<file path="src/rtl/node_pkg.sv">
// Shared constants for the sensor-node sequencer: opcodes, FSM encoding and
// buffer/datapath widths.
package node_pkg;
  localparam int MEM_AW = 4;
  localparam int DATA_W = 8;

  localparam logic [2:0] OP_NOP       = 3'd0;
  localparam logic [2:0] OP_SAMPLE    = 3'd1;
  localparam logic [2:0] OP_SEND      = 3'd2;
  localparam logic [2:0] OP_CLEAR     = 3'd3;
  localparam logic [2:0] OP_RADIO_ON  = 3'd4;
  localparam logic [2:0] OP_RADIO_OFF = 3'd5;

  typedef enum logic [2:0] {
    ST_IDLE,
    ST_SENSE,
    ST_WRITE,
    ST_WAIT_RADIO,
    ST_READ,
    ST_LATCH,
    ST_PRESENT
  } state_e;
endpackage

</file>
<file path="src/rtl/node_ring_ctrl.sv">
// Circular-buffer bookkeeping: write/read pointers and occupancy count.
// Pointers wrap naturally; count disambiguates full from empty.
module node_ring_ctrl #(
  parameter int AW = 4
) (
  input  logic          clk,
  input  logic          rst_n,
  input  logic          push_i,
  input  logic          pop_i,
  input  logic          clear_i,
  output logic [AW-1:0] wr_ptr_o,
  output logic [AW-1:0] rd_ptr_o,
  output logic [AW:0]   count_o,
  output logic          full_o,
  output logic          empty_o
);
  localparam int DEPTH = 1 << AW;
  localparam logic [AW:0] DEPTH_C = DEPTH[AW:0];

  logic [AW-1:0] wr_q, wr_d, rd_q, rd_d;
  logic [AW:0]   cnt_q, cnt_d;
  logic          do_push, do_pop;

  assign full_o   = (cnt_q == DEPTH_C);
  assign empty_o  = (cnt_q == '0);
  assign do_push  = push_i & ~full_o;
  assign do_pop   = pop_i & ~empty_o;
  assign wr_ptr_o = wr_q;
  assign rd_ptr_o = rd_q;
  assign count_o  = cnt_q;

  always_comb begin
    wr_d  = wr_q;
    rd_d  = rd_q;
    cnt_d = cnt_q;
    if (clear_i) begin
      wr_d  = '0;
      rd_d  = '0;
      cnt_d = '0;
    end else begin
      if (do_push) wr_d = wr_q + 1'b1;
      if (do_pop)  rd_d = rd_q + 1'b1;
      case ({do_push, do_pop})
        2'b10:   cnt_d = cnt_q + 1'b1;
        2'b01:   cnt_d = cnt_q - 1'b1;
        default: ;
      endcase
    end
  end

  always_ff @(posedge clk or negedge rst_n) begin
    if (!rst_n) begin
      wr_q  <= '0;
      rd_q  <= '0;
      cnt_q <= '0;
    end else begin
      wr_q  <= wr_d;
      rd_q  <= rd_d;
      cnt_q <= cnt_d;
    end
  end
endmodule

</file>
<file path="src/rtl/node_sequencer.sv">
// Instruction-driven sequencer: samples the sensor into a circular buffer and
// drains it to the packetiser, owning the memory port and radio enable.
module node_sequencer
  import node_pkg::*;
#(
  parameter  int MEM_DEPTH     = 16,
  parameter  int SETTLE_CYCLES = 2,
  localparam int AW            = $clog2(MEM_DEPTH)
) (
  input  logic              clk,
  input  logic              rst_n,
  input  logic              enable,
  input  logic [2:0]        inst,
  input  logic              inst_valid,
  output logic              inst_ready,
  output logic              busy,
  output logic              sensor_enable,
  input  logic [DATA_W-1:0] sensor_data,
  output logic [AW-1:0]     mem_addr,
  output logic [DATA_W-1:0] mem_wdata,
  output logic              mem_write,
  output logic              mem_read,
  input  logic [DATA_W-1:0] mem_rdata,
  output logic [DATA_W-1:0] pkt_data,
  output logic              pkt_valid,
  input  logic              pkt_ready,
  input  logic              radio_busy,
  output logic              radio_enable,
  output logic [AW:0]       count,
  output logic              err
);
  localparam int SW = (SETTLE_CYCLES > 1) ? $clog2(SETTLE_CYCLES) : 1;
  localparam logic [SW-1:0] SETTLE_LAST = SW'(SETTLE_CYCLES - 1);
  localparam logic [AW:0]   ONE = 1;

  state_e            state_q, state_d;
  logic [SW-1:0]     settle_q, settle_d;
  logic [DATA_W-1:0] sample_q, sample_d, pkt_q, pkt_d;
  logic              radio_q, radio_d, err_q, err_d;
  logic              accept, push, pop, clear, full, empty;
  logic [AW-1:0]     wr_ptr, rd_ptr;

  // rst_n in the term keeps inst_ready low while reset is held.
  assign inst_ready   = enable & rst_n & (state_q == ST_IDLE);
  assign accept       = inst_valid & inst_ready;
  assign push         = (state_q == ST_WRITE);
  assign pkt_data     = pkt_q;
  assign radio_enable = radio_q;
  assign err          = err_q;

  node_ring_ctrl #(.AW(AW)) u_ring (
    .clk      (clk),
    .rst_n    (rst_n),
    .push_i   (push),
    .pop_i    (pop),
    .clear_i  (clear),
    .wr_ptr_o (wr_ptr),
    .rd_ptr_o (rd_ptr),
    .count_o  (count),
    .full_o   (full),
    .empty_o  (empty)
  );

  always_ff @(posedge clk or negedge rst_n) begin
    if (!rst_n) begin
      state_q  <= ST_IDLE;
      settle_q <= '0;
      sample_q <= '0;
      pkt_q    <= '0;
      radio_q  <= 1'b0;
      err_q    <= 1'b0;
    end else begin
      state_q  <= state_d;
      settle_q <= settle_d;
      sample_q <= sample_d;
      pkt_q    <= pkt_d;
      radio_q  <= radio_d;
      err_q    <= err_d;
    end
  end

  always_comb begin
    state_d  = state_q;
    settle_d = settle_q;
    sample_d = sample_q;
    pkt_d    = pkt_q;
    radio_d  = radio_q;
    err_d    = 1'b0;
    clear    = 1'b0;
    pop      = 1'b0;
    case (state_q)
      ST_IDLE: if (accept) begin
        case (inst)
          OP_NOP: ;
          OP_SAMPLE: begin
            if (full) err_d = 1'b1;
            else begin
              state_d  = ST_SENSE;
              settle_d = '0;
            end
          end
          OP_SEND: begin
            if (!radio_q)    err_d   = 1'b1;
            else if (!empty) state_d = ST_WAIT_RADIO;
          end
          OP_CLEAR:     clear   = 1'b1;
          OP_RADIO_ON:  radio_d = 1'b1;
          OP_RADIO_OFF: radio_d = 1'b0;
          default:      err_d   = 1'b1;
        endcase
      end
      ST_SENSE: begin
        if (settle_q == SETTLE_LAST) begin
          sample_d = sensor_data;
          state_d  = ST_WRITE;
        end else begin
          settle_d = settle_q + 1'b1;
        end
      end
      ST_WRITE:      state_d = ST_IDLE;
      ST_WAIT_RADIO: if (!radio_busy) state_d = ST_READ;
      ST_READ:       state_d = ST_LATCH;
      ST_LATCH: begin
        pkt_d   = mem_rdata;
        state_d = ST_PRESENT;
      end
      ST_PRESENT: if (pkt_ready) begin
        pop     = 1'b1;
        state_d = (count > ONE) ? ST_READ : ST_IDLE;
      end
      default: state_d = ST_IDLE;
    endcase
    // Abort wins over every transition; a byte handshaken this cycle is still consumed.
    if (!enable && (state_q != ST_IDLE)) state_d = ST_IDLE;
  end

  always_comb begin
    busy          = (state_q != ST_IDLE);
    sensor_enable = (state_q == ST_SENSE);
    mem_write     = 1'b0;
    mem_read      = 1'b0;
    mem_addr      = '0;
    mem_wdata     = '0;
    pkt_valid     = 1'b0;
    case (state_q)
      ST_WRITE: begin
        mem_write = 1'b1;
        mem_addr  = wr_ptr;
        mem_wdata = sample_q;
      end
      ST_READ: begin
        mem_read = 1'b1;
        mem_addr = rd_ptr;
      end
      ST_PRESENT: pkt_valid = 1'b1;
      default: ;
    endcase
  end
endmodule

</file>
<file path="config.mk">
export PLATFORM = sky130hd
export DESIGN_NAME = node_sequencer
export DESIGN_NICKNAME = d
export VERILOG_FILES = /design/src/rtl/node_pkg.sv /design/src/rtl/node_ring_ctrl.sv /design/src/rtl/node_sequencer.sv
export SDC_FILE = /design/constraint.sdc
export NUM_CORES = 1
export LEC_CHECK = 0
export ABC_AREA = 1
export CAP_MARGIN = 40
export CELL_PAD_IN_SITES_DETAIL_PLACEMENT = 1
export CELL_PAD_IN_SITES_GLOBAL_PLACEMENT = 2
export CORE_UTILIZATION = 27
export CTS_CLUSTER_SIZE = 28
export DETAILED_ROUTE_END_ITERATION = 16
export GPL_TIMING_DRIVEN = 1
export HOLD_SLACK_MARGIN = 0.08
export PLACE_DENSITY_LB_ADDON = 0.1
export SLEW_MARGIN = 10
export SYNTH_ARGS = -nofsm -noshare
export SYNTH_HDL_FRONTEND = slang
export SYNTH_SLANG_ARGS = --single-unit
</file>
<file path="constraint.sdc">
create_clock -name clk -period 1.7 [get_ports clk]
set_input_delay 0.34 -clock clk [delete_from_list [all_inputs] [get_ports clk]]
set_output_delay 0.34 -clock clk [all_outputs]
set_load 0.005 [all_outputs]
</file>
# Word-level counts from Yosys, hierarchy flattened
# Index checks and enable logic that the tools add are counted.
# word_totals
out_inout_bits	33
register_bits	35
in_bits	25
# op_classes
n_eq_ne	25
n_lt_le_gt_ge	1
n_mux	38
n_bitwise	7
reduce_logical	16
n_addsub	5
# op_table
cell	n
2-to-1 mux 3 bit	9
one-hot mux 3 bit (6 select lines)	1
2-to-1 mux 1 bit	16
2-to-1 mux 4 bit	4
equality test 3 bit, second input constant	5
equality test 3 x 2 -> 1 bit, second input constant	4
!= test 4 bit, second input constant	3
one-hot mux 5 bit (2 select lines)	1
adder 4 x 1 -> 4 bit, second input constant	2
2-to-1 mux 8 bit	1
one-hot mux 4 bit (2 select lines)	1
AND reduction 8 bit	1
nonzero test 2 bit	4
equality test 3 x 1 -> 1 bit, second input constant	2
logical NOT 3 bit	2
!= test 3 bit, second input constant	2
one-hot mux 3 bit (2 select lines)	1
nonzero test 3 bit	2
adder 5 x 1 -> 5 bit, second input constant	1
bitwise AND 1 bit	5
equality test 5 bit, second input constant	1
greater-than comparator 5 x 1 -> 1 bit, second input constant	1
logical NOT 5 bit	1
2-to-1 mux 5 bit	1
18 further kinds	21

# Depth between registers and ports, before layout
# depth
depth_word	7
mapped_depth	10

# Cells and area by module
# A second synthesis with hierarchy kept.
# unflattened
hier_cells	251
hier_area_um2	2138.3
# by_module_without_submodules
module	area_per_inst_um2	instances	cells_per_inst	seq_area_each_um2
node_sequencer	1292.5	1	148	550.5
node_ring_ctrl	845.8	1	103	325.3

# Worst setup path after synthesis
# OpenSTA, ideal clock, no wires.
# synth_timing
path_type	register -> output
startpoint	reg state_q[0]
endpoint	out mem_addr[2]
path_slack_ps	105
t_arrival_ps	1255
path_stages_with_launch	6
path_buffers	2
t_required_ps	1360
path_cell_list	dfrtp_1 > buf_2 > nor3_2 > inv_1 > clkbuf_1 > o22ai_1
# synth_via
elab_chain_cells	2
elab_cells_between_ends	3
cone_classes	2 x eq/ne; 1 x mux
# synth_rtl
element	line_no	text
start, declared	node_sequencer.sv:36	state_e state_q, state_d;
start signal, assigned	node_sequencer.sv:73	state_q <= state_d;
equality test 3 bit or equality test 3 x 2 -> 1 bit (tied branches)	node_sequencer.sv:145	case (state_q)
one-hot mux 4 bit (2 select lines) *	node_sequencer.sv:145	
end, declared	node_sequencer.sv:19	output logic [AW-1:0] mem_addr,
# Every way passes the cells marked *; elsewhere a longest branch is shown, timed or not.

# Worst setup path after layout
# layout_timing
startpoint	reg state_q[1]
endpoint	out mem_addr[3]
# Same word-level chain as after synthesis.

==> results.json <==
{
  "synth_edf_count": 0,
  "io_pins": 58,
  "gp_congestion": 0.758,
  "vias": 2254,
  "syn_nets": 305,
  "setup_slack_ns": -0.175,
  "rows": 31,
  "pwr-share-clk_pct": 11.8,
  "dr.pass1.iters": 4,
  "p_int_w": 0.00318,
  "synthTopCellsByCount": "59 x nand2_1, 39 x inv_1, 35 x dfrtp_1",
  "met2_usage_pct": 31.0,
  "drive_above_1_share_pct": 40.8,
  "hold_class": "input pin to async pin",
  "period_needed_ns": 1.88,
  "antenna_found_initial": 0,
  "portBuffers": 57,
  "sw_frac_of_total_pct": 40.6,
  "synthDistinctLibCells": 31,
  "max-slew-margin-rel_pct": 67.9,
  "timing.rr.start": "state_q[0]",
  "synth-seq-cells": 35,
  "vias_per_cell": 4.59,
  "clock_sinks": 35,
  "power_density_mw_per_mm2": 1490,
  "crit_family": "buffers and inverters",
  "tritoncts": "yes",
  "clk_latency_ns": 0.29,
  "cts.clk_slew.worst_paths_ns": 0.07,
  "setup_viol": 21,
  "rsz0062_at_grt": "yes",
  "violations": "setup timing",
  "hpwl_mm": 5.07,
  "insertedDiodeCount": 0,
  "cts-root-buf": "clkbuf_8",
  "drt-total-wl_mm": 6.92,
  "dieArea_mm2": 0.00816,
  "die_w_um": 90.3,
  "finalMaxSlewViolations": 0,
  "synth-compound-area-share_pct": 8.20,
  "gr-max-usage-layer": "met2",
  "design_area_mm2": 0.00358,
  "path_max_fanout": 3,
  "timing.fmax_mhz": 533,
  "maxCapViolCount": 0,
  "cts_buffer_depth": 2,
  "worst_pin_slew_ns": 0.482,
  "start_util_pct": 28.4,
  "tns_ns": -1.60,
  "drt-wirelength-per-cell_um": 14.1,
  "grt_start_max_net_pins": 36,
  "yosysWarningCount": 0,
  "muxShareOfSynthArea_pct": 4.28,
  "seq_area_frac_synth_pct": 41.6,
  "grt_util_all_layers_pct": 17.4,
  "synth-simple-area-share_pct": 31.0,
  "grt_pass1_vias": 2290,
  "area_growth_pct": 70.2,
  "crit_slowest_cell": "dfrtp_2",
  "numCtsBuffers": 5,
  "status": "complete, but fails checks",
  "reg2reg_to": "u_ring.count_o[4]",
  "worstPathArrival_ns": 1.54,
  "placed_area_mm2": 0.00313,
  "drt-initial-drc-count": 21,
  "start_kind": "flip-flop",
  "dieHeight_um": 90.3,
  "fin_skew_ns": 0.00391,
  "synth.avg_cell_area_um2": 7.69,
  "htree_levels": 2,
  "gr-total-overflow": 0,
  "fp.coreArea_mm2": 0.00741,
  "hold_violations": 0,
  "peakVddDrop_mv": 0.569,
  "rrSetupSlack_ns": -0.04,
  "syn_area_mm2": 0.00211,
  "synth-main-ff-cell": "dfrtp_1",
  "fillCellCount": 884,
  "synthAdderAreaFrac_pct": 3.57,
  "path_buf_inv": 5,
  "drc": 0,
  "grt_first_pass_wirelength_mm": 11.1,
  "synth.most_common_cell": "nand2_1",
  "synthTopCellsByArea": "dfrtp_1 42%, nand2_1 11%, inv_1 7.0%",
  "synth_xor_area_share_pct": 2.50,
  "crit_path_end_kind": "primary output",
  "synthCells": 274,
  "ys_async_sr_fraction_pct": 100,
  "synth_top_area_share_pct": 41.6,
  "synth_top_family_by_area": "simple AND/OR/NAND/NOR gates",
  "finalNetCount": 423,
  "worstSetupPathType": "flip-flop to primary output",
  "postRouteAntennaNets": 0,
  "path_cells": "inv_2 -> nor3_4 -> inv_2 -> buf_6 -> buf_4 -> o22ai_2 -> buf_2",
  "switching_power_w": 0.00217,
  "comb_power_share_pct": 60.9,
  "leakage_nw": 1.76,
  "grt_use_met1_pct": 21.5,
  "worstPathRequired_ns": 1.36,
  "reg2reg_depth": 11,
  "use_met3_pct": 3.11,
  "synth_top_area_cell": "dfrtp_1",
  "seqPwrFrac_pct": 27.3,
  "cp_common_cell": "inv_2",
  "cpPeakStageDelay_ns": 0.37,
  "final.period_utilization_pct": 110
}
-- metal layers --
metal,wire length [um],share of wire (%),vias to the layer above
li1,-,-,1110
met5,0,0,-
met1,3070,44,1108
met3,195,2.8,7
met2,3580,52,29
met4,67,0.97,0
-- worst max-delay path by stage --
stage	from	end	slack, ns	cells past startpoint
global route	state_q[1]	mem_addr[3]	-0.26	7
detailed placement	state_q[0]	mem_addr[3]	-0.22	7
global placement	state_q[0]	mem_addr[2]	-0.22	7
finish	state_q[1]	mem_addr[3]	-0.18	7
floorplan	state_q[0]	mem_addr[2]	0.11	5
CTS	state_q[2]	mem_addr[3]	-0.20	6
-- power groups by stage --
stage	sequential (W)	combinational, W	clock, W
after CTS	0.00144	0.00298	0.000652
after global routing	0.00151	0.00357	0.000676
final	0.00146	0.00325	0.000632
after detailed placement	0.00145	0.00267	0
after floorplan	0.00143	0.00133	0
after global placement	0.00143	0.00264	0
-- registers in the layout (all words and copies together) (netlist names) --
name and flops:
pkt_data 8, sample_q 8, u_ring.count_o 5, u_ring.rd_ptr_o 4
u_ring.wr_ptr_o 4, state_q 3, err 1, radio_enable 1
settle_q 1
-- through the flow --
step	hold slack, ns	total power [W]	setup slack [ns]	instances	utilization, %
2_1_floorplan	0.0444	0.00275	0.105	274	-
3_3_place_gp	0.489	0.00407	-0.223	471	42.2
3_5_place_dp	0.493	0.00412	-0.224	471	42.2
4_1_cts	0.206	0.00507	-0.195	489	46.0
5_1_grt	0.215	0.00575	-0.263	491	48.4
6_report	0.171	0.00534	-0.175	491	48.4
-- area by class of cell --
cell class / count / area [um^2] / share of cell area [%]
clock inverter: 1 / 5.00 / 0.140
timing repair buffer: 115 / 1010 / 28.2
clock buffer: 6 / 82.6 / 2.30
multi-input combinational: 190 / 1300 / 36.3
inverter: 45 / 180 / 5.03
sequential: 35 / 880 / 24.5
tap: 99 / 124 / 3.46
-- repair_timing --
action | in CTS | in global routing
endpoints found under the hold margin | 0 | 0
gates cloned | 0 | 0
endpoints found under the setup margin | 30 | 46
hold buffers | 0 | 0
buffers inserted | 11 | 6
pin swaps | 8 | 19
gates resized for setup | 121 | 53
-- kinds of logic (layout without fill, tap and decap cells) --
family,count (synthesis),in the layout
AOI/OAI and AO/OA,32,32
xor gates and xnor gates,6,6
adders and majority gates,6,6
buffers and inverters,49,167
DFF,35,35
muxes,8,8
and+or+nand+nor,138,138
-- layout by cell type, fill, tap and decap left out, types with 2 or more instances in the layout --
cell,n
inv_4,3
buf_6,20
buf_8,2
mux2_2,8
o22ai_2,4
a21oi_1,12
inv_1,35
nand3_2,7
clkdlybuf4s50_1,38
o21ai_0,2
nor2_2,8
inv_2,6
buf_2,16
dfrtp_1,32
nand4_1,5
nand3_4,4
nand3_1,20
nor2_1,17
o21ai_2,5
nand2_2,8
xnor2_1,2
o21ai_1,4
nand2_4,5
buf_4,38
dfrtp_2,3
nor3_4,3
xor2_1,4
nand2_1,48
nor2_4,9
clkbuf_8,6
ha_1,6
(Power assumes the default switching activity.)
